### config.mk
export PLATFORM = sky130hd
export DESIGN_NAME = seq_alu
export DESIGN_NICKNAME = d
export VERILOG_FILES = /design/src/rtl/seq_alu.sv
export SDC_FILE = /design/constraint.sdc
export NUM_CORES = 1
export LEC_CHECK = 0
export CAP_MARGIN = 20
export CORE_AREA = 2 2 286 288
export DETAILED_ROUTE_END_ITERATION = 8
export DIE_AREA = 0 0 288 290
export PLACE_DENSITY_LB_ADDON = 0.1
export REMOVE_ABC_BUFFERS = 1
export SLEW_MARGIN = 20
export SYNTH_ARGS = -nofsm -noshare
export SYNTH_HDL_FRONTEND = slang
export SYNTH_SLANG_ARGS = --single-unit
### constraint.sdc
create_clock -name clk -period 7 [get_ports clk]
set_input_delay 0.7 -clock clk [delete_from_list [all_inputs] [get_ports clk]]
set_output_delay 0.7 -clock clk [all_outputs]
set_load 0.03 [all_outputs]
### src/rtl/seq_alu.sv
// seq_alu: multi-cycle execute-stage ALU with a valid/ready request side and
// a valid/ready result side. Single-cycle ops complete one cycle after
// acceptance. MUL (shift-add) and DIV (restoring) iterate WIDTH cycles.
//
// Handshake: a transfer happens on a rising clk edge where valid and ready are
// both 1. The producer holds valid (and its data) until that edge. The
// consumer may change ready freely. Request side: in_valid/in_ready, with
// in_ready high only in IDLE. Result side: out_valid/out_ready, with result,
// result_hi, status_out and err held stable while out_valid is 1 and
// out_ready is 0.
module seq_alu #(
    parameter int WIDTH = 32,
    parameter int CNT_W = $clog2(WIDTH) + 1
) (
    input  logic             clk,
    input  logic             rst_n,
    input  logic             in_valid,
    output logic             in_ready,
    input  logic [3:0]       op,
    input  logic             use_carry,
    input  logic             no_wr,
    input  logic [6:0]       status_in,
    input  logic [WIDTH-1:0] opnd0,
    input  logic [WIDTH-1:0] opnd1,
    input  logic             abort,
    output logic             out_valid,
    input  logic             out_ready,
    output logic [WIDTH-1:0] result,
    output logic [WIDTH-1:0] result_hi,
    output logic [6:0]       status_out,
    output logic             err,
    output logic [1:0]       dbg_state
);

    // Flag bit positions in the shared status word.
    localparam int STAT_CF = 0;
    localparam int STAT_PF = 1;
    localparam int STAT_AF = 2;
    localparam int STAT_ZF = 3;
    localparam int STAT_SF = 4;
    localparam int STAT_DF = 5;
    localparam int STAT_OF = 6;

    localparam int MSB = WIDTH - 1;

    localparam logic [3:0] OP_ADD = 4'd0;
    localparam logic [3:0] OP_SUB = 4'd1;
    localparam logic [3:0] OP_AND = 4'd2;
    localparam logic [3:0] OP_OR  = 4'd3;
    localparam logic [3:0] OP_XOR = 4'd4;
    localparam logic [3:0] OP_SHL = 4'd5;
    localparam logic [3:0] OP_SHR = 4'd6;
    localparam logic [3:0] OP_MUL = 4'd7;
    localparam logic [3:0] OP_DIV = 4'd8;

    typedef enum logic [1:0] {
        S_IDLE = 2'd0,
        S_BUSY = 2'd1,
        S_DONE = 2'd2
    } state_t;

    state_t             state;
    logic [CNT_W-1:0]   cnt;
    logic               is_div;
    logic               nowr_q;
    logic [6:0]         stat_q;
    logic [WIDTH-1:0]   acc_hi;   // MUL partial high word / DIV remainder
    logic [WIDTH-1:0]   acc_lo;   // MUL multiplier bits / DIV dividend->quotient
    logic [WIDTH-1:0]   oper_q;   // MUL multiplicand / DIV divisor

    // Single-cycle datapath signals.
    logic               cin;
    logic [WIDTH:0]     sum_ext;
    logic [WIDTH:0]     dif_ext;
    logic [CNT_W-2:0]   sh_cnt;
    logic [WIDTH:0]     shl_ext;
    logic [WIDTH:0]     shr_ext;
    logic               upd_pzs;
    logic [WIDTH-1:0]   s_res;
    logic [6:0]         s_stat;
    logic               s_err;
    logic               s_multi;

    // Iteration-step signals.
    logic [WIDTH:0]     mul_sum;
    logic [WIDTH-1:0]   mul_hi_nxt;
    logic [WIDTH-1:0]   mul_lo_nxt;
    logic [WIDTH:0]     div_sh;
    logic [WIDTH:0]     div_dif;
    logic               div_ge;
    logic [WIDTH-1:0]   div_rem_nxt;
    logic [WIDTH-1:0]   div_quo_nxt;
    logic [6:0]         mul_stat;

    assign in_ready  = (state == S_IDLE);
    assign dbg_state = state;

    // Single-cycle ops evaluated from the live inputs, consumed only at acceptance.
    always_comb begin
        s_res   = '0;
        s_stat  = status_in;
        s_err   = 1'b0;
        s_multi = 1'b0;
        upd_pzs = 1'b0;
        cin     = use_carry & status_in[STAT_CF];
        sum_ext = {1'b0, opnd0} + {1'b0, opnd1} + {{WIDTH{1'b0}}, cin};
        dif_ext = {1'b0, opnd0} - {1'b0, opnd1} - {{WIDTH{1'b0}}, cin};
        sh_cnt  = opnd1[CNT_W-2:0];
        // The extra bit catches the last bit shifted out in either direction.
        shl_ext = {1'b0, opnd0} << sh_cnt;
        shr_ext = {opnd0, 1'b0} >> sh_cnt;
        case (op)
            OP_ADD: begin
                s_res           = sum_ext[WIDTH-1:0];
                s_stat[STAT_CF] = sum_ext[WIDTH];
                s_stat[STAT_OF] = (opnd0[MSB] == opnd1[MSB]) && (s_res[MSB] != opnd0[MSB]);
                s_stat[STAT_AF] = opnd0[4] ^ opnd1[4] ^ s_res[4];
                upd_pzs         = 1'b1;
            end
            OP_SUB: begin
                s_res           = dif_ext[WIDTH-1:0];
                s_stat[STAT_CF] = dif_ext[WIDTH];
                s_stat[STAT_OF] = (opnd0[MSB] != opnd1[MSB]) && (s_res[MSB] != opnd0[MSB]);
                s_stat[STAT_AF] = opnd0[4] ^ opnd1[4] ^ s_res[4];
                upd_pzs         = 1'b1;
            end
            OP_AND, OP_OR, OP_XOR: begin
                if (op == OP_AND)      s_res = opnd0 & opnd1;
                else if (op == OP_OR)  s_res = opnd0 | opnd1;
                else                   s_res = opnd0 ^ opnd1;
                s_stat[STAT_CF] = 1'b0;
                s_stat[STAT_OF] = 1'b0;
                s_stat[STAT_AF] = 1'b0;
                upd_pzs         = 1'b1;
            end
            OP_SHL: begin
                if (sh_cnt == '0) begin
                    s_res = opnd0;
                end else begin
                    s_res           = shl_ext[WIDTH-1:0];
                    s_stat[STAT_CF] = shl_ext[WIDTH];
                    if (sh_cnt == {{(CNT_W-2){1'b0}}, 1'b1})
                        s_stat[STAT_OF] = s_res[MSB] ^ shl_ext[WIDTH];
                    upd_pzs = 1'b1;
                end
            end
            OP_SHR: begin
                if (sh_cnt == '0) begin
                    s_res = opnd0;
                end else begin
                    s_res           = shr_ext[WIDTH:1];
                    s_stat[STAT_CF] = shr_ext[0];
                    if (sh_cnt == {{(CNT_W-2){1'b0}}, 1'b1})
                        s_stat[STAT_OF] = opnd0[MSB];
                    upd_pzs = 1'b1;
                end
            end
            OP_MUL: s_multi = 1'b1;
            OP_DIV: begin
                if (opnd1 == '0) s_err   = 1'b1;
                else             s_multi = 1'b1;
            end
            default: s_err = 1'b1;
        endcase
        if (upd_pzs) begin
            s_stat[STAT_PF] = ~^s_res[7:0];
            s_stat[STAT_ZF] = (s_res == '0);
            s_stat[STAT_SF] = s_res[MSB];
        end
        s_stat[STAT_DF] = status_in[STAT_DF];
        if (no_wr) begin
            s_res  = '0;
            s_stat = status_in;
        end
    end

    // One shift-add (MUL) or restore-subtract (DIV) step from the held state.
    always_comb begin
        mul_sum     = {1'b0, acc_hi} + (acc_lo[0] ? {1'b0, oper_q} : {(WIDTH+1){1'b0}});
        mul_hi_nxt  = mul_sum[WIDTH:1];
        mul_lo_nxt  = {mul_sum[0], acc_lo[WIDTH-1:1]};
        div_sh      = {acc_hi, acc_lo[WIDTH-1]};
        div_dif     = div_sh - {1'b0, oper_q};
        // The partial remainder is always below 2*divisor, so the top bit of
        // the difference is a clean borrow.
        div_ge      = ~div_dif[WIDTH];
        div_rem_nxt = div_ge ? div_dif[WIDTH-1:0] : div_sh[WIDTH-1:0];
        div_quo_nxt = {acc_lo[WIDTH-2:0], div_ge};
        mul_stat          = stat_q;
        mul_stat[STAT_CF] = (mul_hi_nxt != '0);
        mul_stat[STAT_OF] = (mul_hi_nxt != '0);
    end

    // Control FSM and registered outputs; reset beats abort beats handshake.
    always_ff @(posedge clk) begin
        if (!rst_n) begin
            state      <= S_IDLE;
            cnt        <= '0;
            is_div     <= 1'b0;
            nowr_q     <= 1'b0;
            stat_q     <= '0;
            acc_hi     <= '0;
            acc_lo     <= '0;
            oper_q     <= '0;
            out_valid  <= 1'b0;
            err        <= 1'b0;
            result     <= '0;
            result_hi  <= '0;
            status_out <= '0;
        end else begin
            case (state)
                S_IDLE: begin
                    if (in_valid) begin
                        if (s_multi) begin
                            state  <= S_BUSY;
                            cnt    <= CNT_W'(WIDTH);
                            is_div <= (op == OP_DIV);
                            nowr_q <= no_wr;
                            stat_q <= status_in;
                            acc_hi <= '0;
                            acc_lo <= (op == OP_DIV) ? opnd0 : opnd1;
                            oper_q <= (op == OP_DIV) ? opnd1 : opnd0;
                        end else begin
                            state      <= S_DONE;
                            out_valid  <= 1'b1;
                            err        <= s_err;
                            result     <= s_res;
                            result_hi  <= '0;
                            status_out <= s_stat;
                        end
                    end
                end
                S_BUSY: begin
                    if (abort) begin
                        state     <= S_IDLE;
                        out_valid <= 1'b0;
                    end else begin
                        acc_hi <= is_div ? div_rem_nxt : mul_hi_nxt;
                        acc_lo <= is_div ? div_quo_nxt : mul_lo_nxt;
                        cnt    <= cnt - CNT_W'(1);
                        if (cnt == CNT_W'(1)) begin
                            state     <= S_DONE;
                            out_valid <= 1'b1;
                            err       <= 1'b0;
                            if (nowr_q) begin
                                result     <= '0;
                                result_hi  <= '0;
                                status_out <= stat_q;
                            end else if (is_div) begin
                                result     <= div_quo_nxt;
                                result_hi  <= div_rem_nxt;
                                status_out <= stat_q;
                            end else begin
                                result     <= mul_lo_nxt;
                                result_hi  <= mul_hi_nxt;
                                status_out <= mul_stat;
                            end
                        end
                    end
                end
                S_DONE: begin
                    if (abort || out_ready) begin
                        state     <= S_IDLE;
                        out_valid <= 1'b0;
                    end
                end
                default: begin
                    state     <= S_IDLE;
                    out_valid <= 1'b0;
                end
            endcase
        end
    end

endmodule

Yosys cells after proc, flatten, opt, wreduce, memory -nomap -nowiden
Index checks and enable logic that the tools add are counted.
{"block": "totals", "out_inout_bits": 76, "input_bits": 82, "register_bits": 186, "elab_cells": 152}
{"block": "op_classes", "n_addsub": 7, "n_bitwise": 9, "n_eq_ne": 23, "n_reduce_logical": 20, "n_mux": 78, "shifts": 2}
{"cell": "32-bit 2-to-1 mux", "n": 27}
{"cell": "32-bit case mux with 2 select lines", "n": 4}
{"cell": "32-bit case mux with 5 select lines", "n": 1}
{"cell": "32-bit by 32-bit adder with 33-bit output", "n": 2}
{"cell": "32-bit zero test", "n": 2}
{"cell": "7-bit 2-to-1 mux", "n": 7}
{"cell": "33-bit by 1-bit adder with 33-bit output", "n": 1}
{"cell": "32-bit by 5-bit << shifter with 33-bit output", "n": 1}
{"cell": "33-bit by 5-bit >> shifter with 33-bit output", "n": 1}
{"cell": "32-bit by 32-bit subtractor with 33-bit output", "n": 1}
{"cell": "33-bit by 1-bit subtractor with 33-bit output", "n": 1}
{"cell": "33-bit by 32-bit subtractor with 33-bit output", "n": 1}
{"cell": "32-bit bitwise AND", "n": 1}
{"cell": "32-bit bitwise OR", "n": 1}
{"cell": "32-bit nonzero test", "n": 1}
{"cell": "32-bit XOR", "n": 1}
{"cell": "1-bit 2-to-1 mux", "n": 19}
{"cell": "6-bit 2-to-1 mux", "n": 3}
{"cell": "4-bit by 3-bit equality test with 1-bit output, second input constant", "n": 4}
{"cell": "7-bit case mux with 2 select lines", "n": 1}
{"cell": "2-bit 2-to-1 mux", "n": 6}
{"cell": "6-bit case mux with 2 select lines", "n": 1}
{"cell": "2-bit != test, second input constant", "n": 5}
{"cell": "1-bit case mux with 5 select lines", "n": 2}
{"cell": "32 further kinds", "n": 45}

Depth between registers and ports, before layout
{"block": "logic_depth", "depth_word": 10, "ltp_mapped": 23, "depth_no_buf": 19}

Least setup slack after synthesis
OpenSTA, ideal clock, no wires.
{"block": "synth_timing", "kind": "input port to flip-flop", "startpoint": "input opnd1[0]", "endpoint": "register status_out[3]", "t_arrival_ns": 4.911, "setup_slack_ns": 2.030, "setup_time_ns": 0.059, "path_stages": 23, "required_time_ns": 6.941, "cell_sequence": "buf_2 buf_2 inv_1 buf_2 buf_2 buf_2 fa_1 fa_1 o21a_1 nor2_1 xor2_1 nor2_1 a211oi_1 o31ai_1 a211oi_1 ha_1 nand4_1 or4_1 nor4_1 nand4_1 nor4_1 nand4_1 nand2_1"}
{"block": "synth_via", "elab_chain_len": 10, "word_cells_on_any_way": 28, "cone_classes": "add/sub (4); eq/ne (1); shift (2); mux (14); bitwise (3); reduce/logical (4)"}
{"item": "start: declaration", "line_no": "24", "text": "input logic [WIDTH-1:0] opnd1,"}
{"item": "branches (longest 10 deep; another with 32-bit by 32-bit subtractor with 33-bit output)"}
{"item": "end signal: assignment", "line_no": "229", "text": "status_out <= s_stat;"}
{"item": "end signal: assignment", "line_no": "248", "text": "status_out <= stat_q;"}
{"item": "end signal: assignment", "line_no": "252", "text": "status_out <= stat_q;"}
{"item": "end: declaration", "line_no": "30", "text": "output logic [6:0] status_out,"}
Several ways; the timed one is not identified. The select of a mux whose other input is x is not followed.
A chain may end at the register's enable or synchronous reset.

Final worst setup path
{"block": "layout_timing", "startpoint": "input opnd0[29]", "endpoint": "register status_out[3]"}
{"block": "layout_via", "elab_chain_len": 10, "word_cells_on_any_way": 20, "cone_classes": "add/sub (4); shift (2); mux (10); bitwise (3); reduce/logical (1)"}
{"item": "start: declaration", "line_no": "23", "text": "input logic [WIDTH-1:0] opnd0,"}
{"item": "branches (longest 3 deep; another with 32-bit by 32-bit subtractor with 33-bit output)"}
{"item": "32-bit case mux with 5 select lines *", "line_no": "112", "text": "case (op)"}
{"item": "32-bit zero test *", "line_no": "167", "text": "s_stat[STAT_ZF] = (s_res == '0);"}
{"item": "2-bit 2-to-1 mux *", "line_no": "165", "text": "if (upd_pzs) begin"}
{"item": "7-bit 2-to-1 mux *", "line_no": "171", "text": "if (no_wr) begin"}
{"item": "7-bit 2-to-1 mux *", "line_no": "214", "text": "if (s_multi) begin"}
{"item": "7-bit 2-to-1 mux *", "line_no": "213", "text": "if (in_valid) begin"}
{"item": "7-bit case mux with 2 select lines *", "line_no": "211", "text": "case (state)"}
Mark *: on every way between the ends. The select of a mux whose other input is x is not followed.

==> impl_metrics.env <==
export IMPL_r2r_start="acc_lo[31]"
export IMPL_syn_to_final_growth_pct=13.5
export IMPL_synth_edff_count=0
export IMPL_met2_wirelength_um=59300
export IMPL_reg2reg_slack_ns=2.32
export IMPL_post_cts_buffers=0
export IMPL_drt_iter0_markers=2485
export IMPL_clk_pin_slew_ns=0.10
export IMPL_worst_pin_slew_ns=1.17
export IMPL_io_pins=158
export IMPL_routed_wl_um=127000
export IMPL_grt_pass1_wl_um=184000
export IMPL_critPathLaunch="opnd0[29]"
export IMPL_drv_cap=0
export IMPL_ff2ff_path_depth=16
export IMPL_place_ws_ns=0.942
export IMPL_coreArea_um2=80200
export IMPL_relSlewSlack=0.218
export IMPL_met3WireLength_um=7720
export IMPL_nFillCells=8730
export IMPL_num_rows=104
export IMPL_grt_max_degree=78
export IMPL_ant_nets=0
export IMPL_slowest_delay_ns=0.71
export IMPL_top_layer="met5"
export IMPL_path_class="in -> reg"
export IMPL_vias=26600
export IMPL_synthArstFlopShare=0
export IMPL_powerDensity_nw_per_um2=181
export IMPL_path_max_fanout=10
export IMPL_period_share=0.800
export IMPL_cp_slowest_cell="clkdlybuf4s50_1"
export IMPL_avgSynthCellArea_um2=7.31
export IMPL_antenna_found_initial=5
export IMPL_synth_cell_types=115
export IMPL_io_buffer_count=157
export IMPL_cts_buffers=17
export IMPL_layout_drive_gt1_share=0.0953
export IMPL_status="completed"
export IMPL_ys_ff_latch=186
export IMPL_num_antenna_cells=0
export IMPL_endpoint="status_out[3]"
export IMPL_die_w_um=288
export IMPL_synth_flop_cell="dfxtp_1"
export IMPL_wl_per_cell_um=29.2
export IMPL_drc=0
export IMPL_cts_resized=0
export IMPL_p_clk_frac=0.223
export IMPL_grt_pass1_vias=25800
export IMPL_finClkSkew_ns=0.0216
export IMPL_finish_instance_area_um2=27300
export IMPL_crit_top_cell="nand4_1"
export IMPL_period_minus_slack_ns=5.60
export IMPL_grt_use_total=0.296
export IMPL_p_leak_nw=10.6
export IMPL_nets=3579
export IMPL_intPower_mw=2.56
export IMPL_insertion_delay_ns=0.48
export IMPL_dpl_cell_area_um2=26600
export IMPL_rsz0062_at_grt="no"
export IMPL_start_util=0.300
export IMPL_yosys_warnings=0
export IMPL_hold_class="reg -> reg"
export IMPL_maxSlewViolCount=0
export IMPL_setup_slack_ns=1.40
export IMPL_p_comb_frac=0.531
export IMPL_postLayoutCoreUtil=0.340
export IMPL_wl_met1_um=54600
export IMPL_ctsLongestPathBuffers=2
export IMPL_p_sw_mw=2.37
export IMPL_ir_drop_uv=195
export IMPL_gp_congestion=1.03
export IMPL_tns_ns=0
export IMPL_syn_area_um2=24000
export IMPL_synthCells=3287
export IMPL_gr_total_overflow=0
export IMPL_cts_max_level=4
export IMPL_yosysSeqAreaShare=0.155
export IMPL_reg2reg_to="acc_hi[12]"
export IMPL_cts_hold_buf=0
export IMPL_clock_sinks=186
export IMPL_cp_arrival_ns=6.03
export IMPL_end_kind="register"
export IMPL_finalSetupViolCount=0
export IMPL_required_ns=7.43
export IMPL_hold_slack_ns=0.452
export IMPL_cp_start_kind="input pin"
export IMPL_worstPathCellList="clkdlybuf4s50_1, mux2i_1, a2bb2oi_1, o21a_1, nand2_1, o21ai_0, a21oi_1, a221oi_1, a21oi_1, a2111oi_1, buf_4, ha_1, nand4_1, or4_1, nor4_1, nand4_1, nor4_1, nand4_1, nand2_1"
export IMPL_dr_pass1_iters=6
export IMPL_die_h_um=290
export IMPL_pwr_share_seq=0.246
export IMPL_tritoncts="built"
export IMPL_dp_hpwl_um=101000
export IMPL_cts_root_buf="clkbuf_16"
export IMPL_dieArea_um2=83500
export IMPL_finalHoldViolCount=0
export IMPL_max_freq_mhz=179
export IMPL_viasPerCell=6.09
export IMPL_power_share_switching=0.480
cell type report:
class,count,area (µm²),share of cell area
timing repair buffer,260,2350,0.0861
clock buffer,17,425,0.0156
clock inverter,15,231,0.00849
multi-input combinational,2660,18600,0.681
sequential,186,3730,0.137
tap,1060,1330,0.0486
inverter,169,637,0.0234
synth_stat cells (28+ instances only):
| library cell | instances | share of area |
|---|---|---|
| dfxtp_1 | 186 | 0.16 |
| clkbuf_1 | 188 | 0.029 |
| o31ai_1 | 28 | 0.0088 |
| a21oi_1 | 253 | 0.053 |
| mux4_2 | 42 | 0.039 |
| a21o_1 | 55 | 0.017 |
| o21ai_0 | 170 | 0.035 |
| nand3_1 | 50 | 0.010 |
| inv_1 | 167 | 0.026 |
| o211ai_1 | 146 | 0.046 |
| a221oi_1 | 38 | 0.014 |
| ha_1 | 197 | 0.10 |
| a211oi_1 | 49 | 0.015 |
| buf_2 | 44 | 0.0092 |
| xor2_1 | 36 | 0.013 |
| nand2_1 | 402 | 0.063 |
| nand4_1 | 29 | 0.0076 |
| and2_1 | 45 | 0.012 |
| and3_1 | 39 | 0.010 |
| nand2b_1 | 32 | 0.0083 |
| nor3_1 | 49 | 0.010 |
| a31oi_1 | 42 | 0.011 |
| mux2_2 | 55 | 0.026 |
| mux2i_1 | 93 | 0.039 |
| nor2_1 | 295 | 0.046 |
| xnor2_1 | 63 | 0.023 |
metal layers:
layer	global-route usage	vias up
li1	-	12100
met1	0.391	13100
met2	0.490	1195
met3	0.0292	228
met4	0.125	6
met5	0	-
kinds of logic after synthesis:
logic type	count (synthesis)	synth area share
buffers and inverters	441	0.0762
multiplexers	191	0.104
AND/OR/NAND/NOR	1070	0.206
adder cells (fa/ha/maj)	203	0.108
AO/OA/AOI/OAI	1096	0.314
flip-flops	186	0.155
XOR/XNOR	100	0.0368
critical path: cells and delay by family:
family          cells  cell delay [ns]
simple gates        8             1.93
buf+inv             2             0.93
fa+ha+maj           1             0.15
mux                 1             0.32
compound gates      7             2.00
cells in the final DEF (no fill, tap or decap), types with 45 or more instances in the layout:
cell               n
o21ai_0          169
nor2_1           290
dfxtp_1          185
clkdlybuf4s50_1  151
mux2_2            55
nand2_1          402
buf_4            104
inv_1            167
ha_1             197
a21oi_1          252
nor3_1            47
o211ai_1         146
mux2i_1           93
and2_1            45
nand3_1           50
a21o_1            54
xnor2_1           62
a211oi_1          49
power by group through the flow:
stage | sequential, mW | clock, mW | combinational, mW
final | 1.21 | 1.10 | 2.62
after global routing | 1.22 | 1.15 | 2.80
after CTS | 1.21 | 1.12 | 2.58
after detailed placement | 1.23 | 0 | 2.57
after global placement | 1.23 | 0 | 2.57
after floorplan | 1.24 | 0 | 1.53
metrics by stage:
| stage | power (mW) | cells |
|---|---|---|
| final | 4.93 | 4367 |
| after CTS | 4.91 | 4367 |
| after floorplan | 2.77 | 3015 |
| after detailed placement | 3.80 | 4335 |
| after global routing | 5.17 | 4367 |
| after global placement | 3.80 | 4335 |
state kept, by name, summed over array words and instances (netlist names):
signal      count
is_div          1
acc_lo         32
out_valid       1
acc_hi         32
result         32
oper_q         32
dbg_state       2
status_out      7
err             1
cnt             6
nowr_q          1
stat_q          7
result_hi      32
how the worst min path moves through the flow:
| stage | cells after the start | to | from | slack [ns] |
|---|---|---|---|---|
| after floorplan | 2 | acc_lo[31] | acc_lo[31] | 0.44 |
| after global placement | 2 | result_hi[27] | result_hi[27] | 0.44 |
| after detailed placement | 2 | result_hi[12] | result_hi[12] | 0.44 |
| after CTS | 2 | result[4] | result[4] | 0.46 |
| after global routing | 2 | result_hi[17] | result_hi[17] | 0.49 |
| final | 2 | result_hi[15] | result_hi[15] | 0.45 |
(Power assumes the default switching activity.)
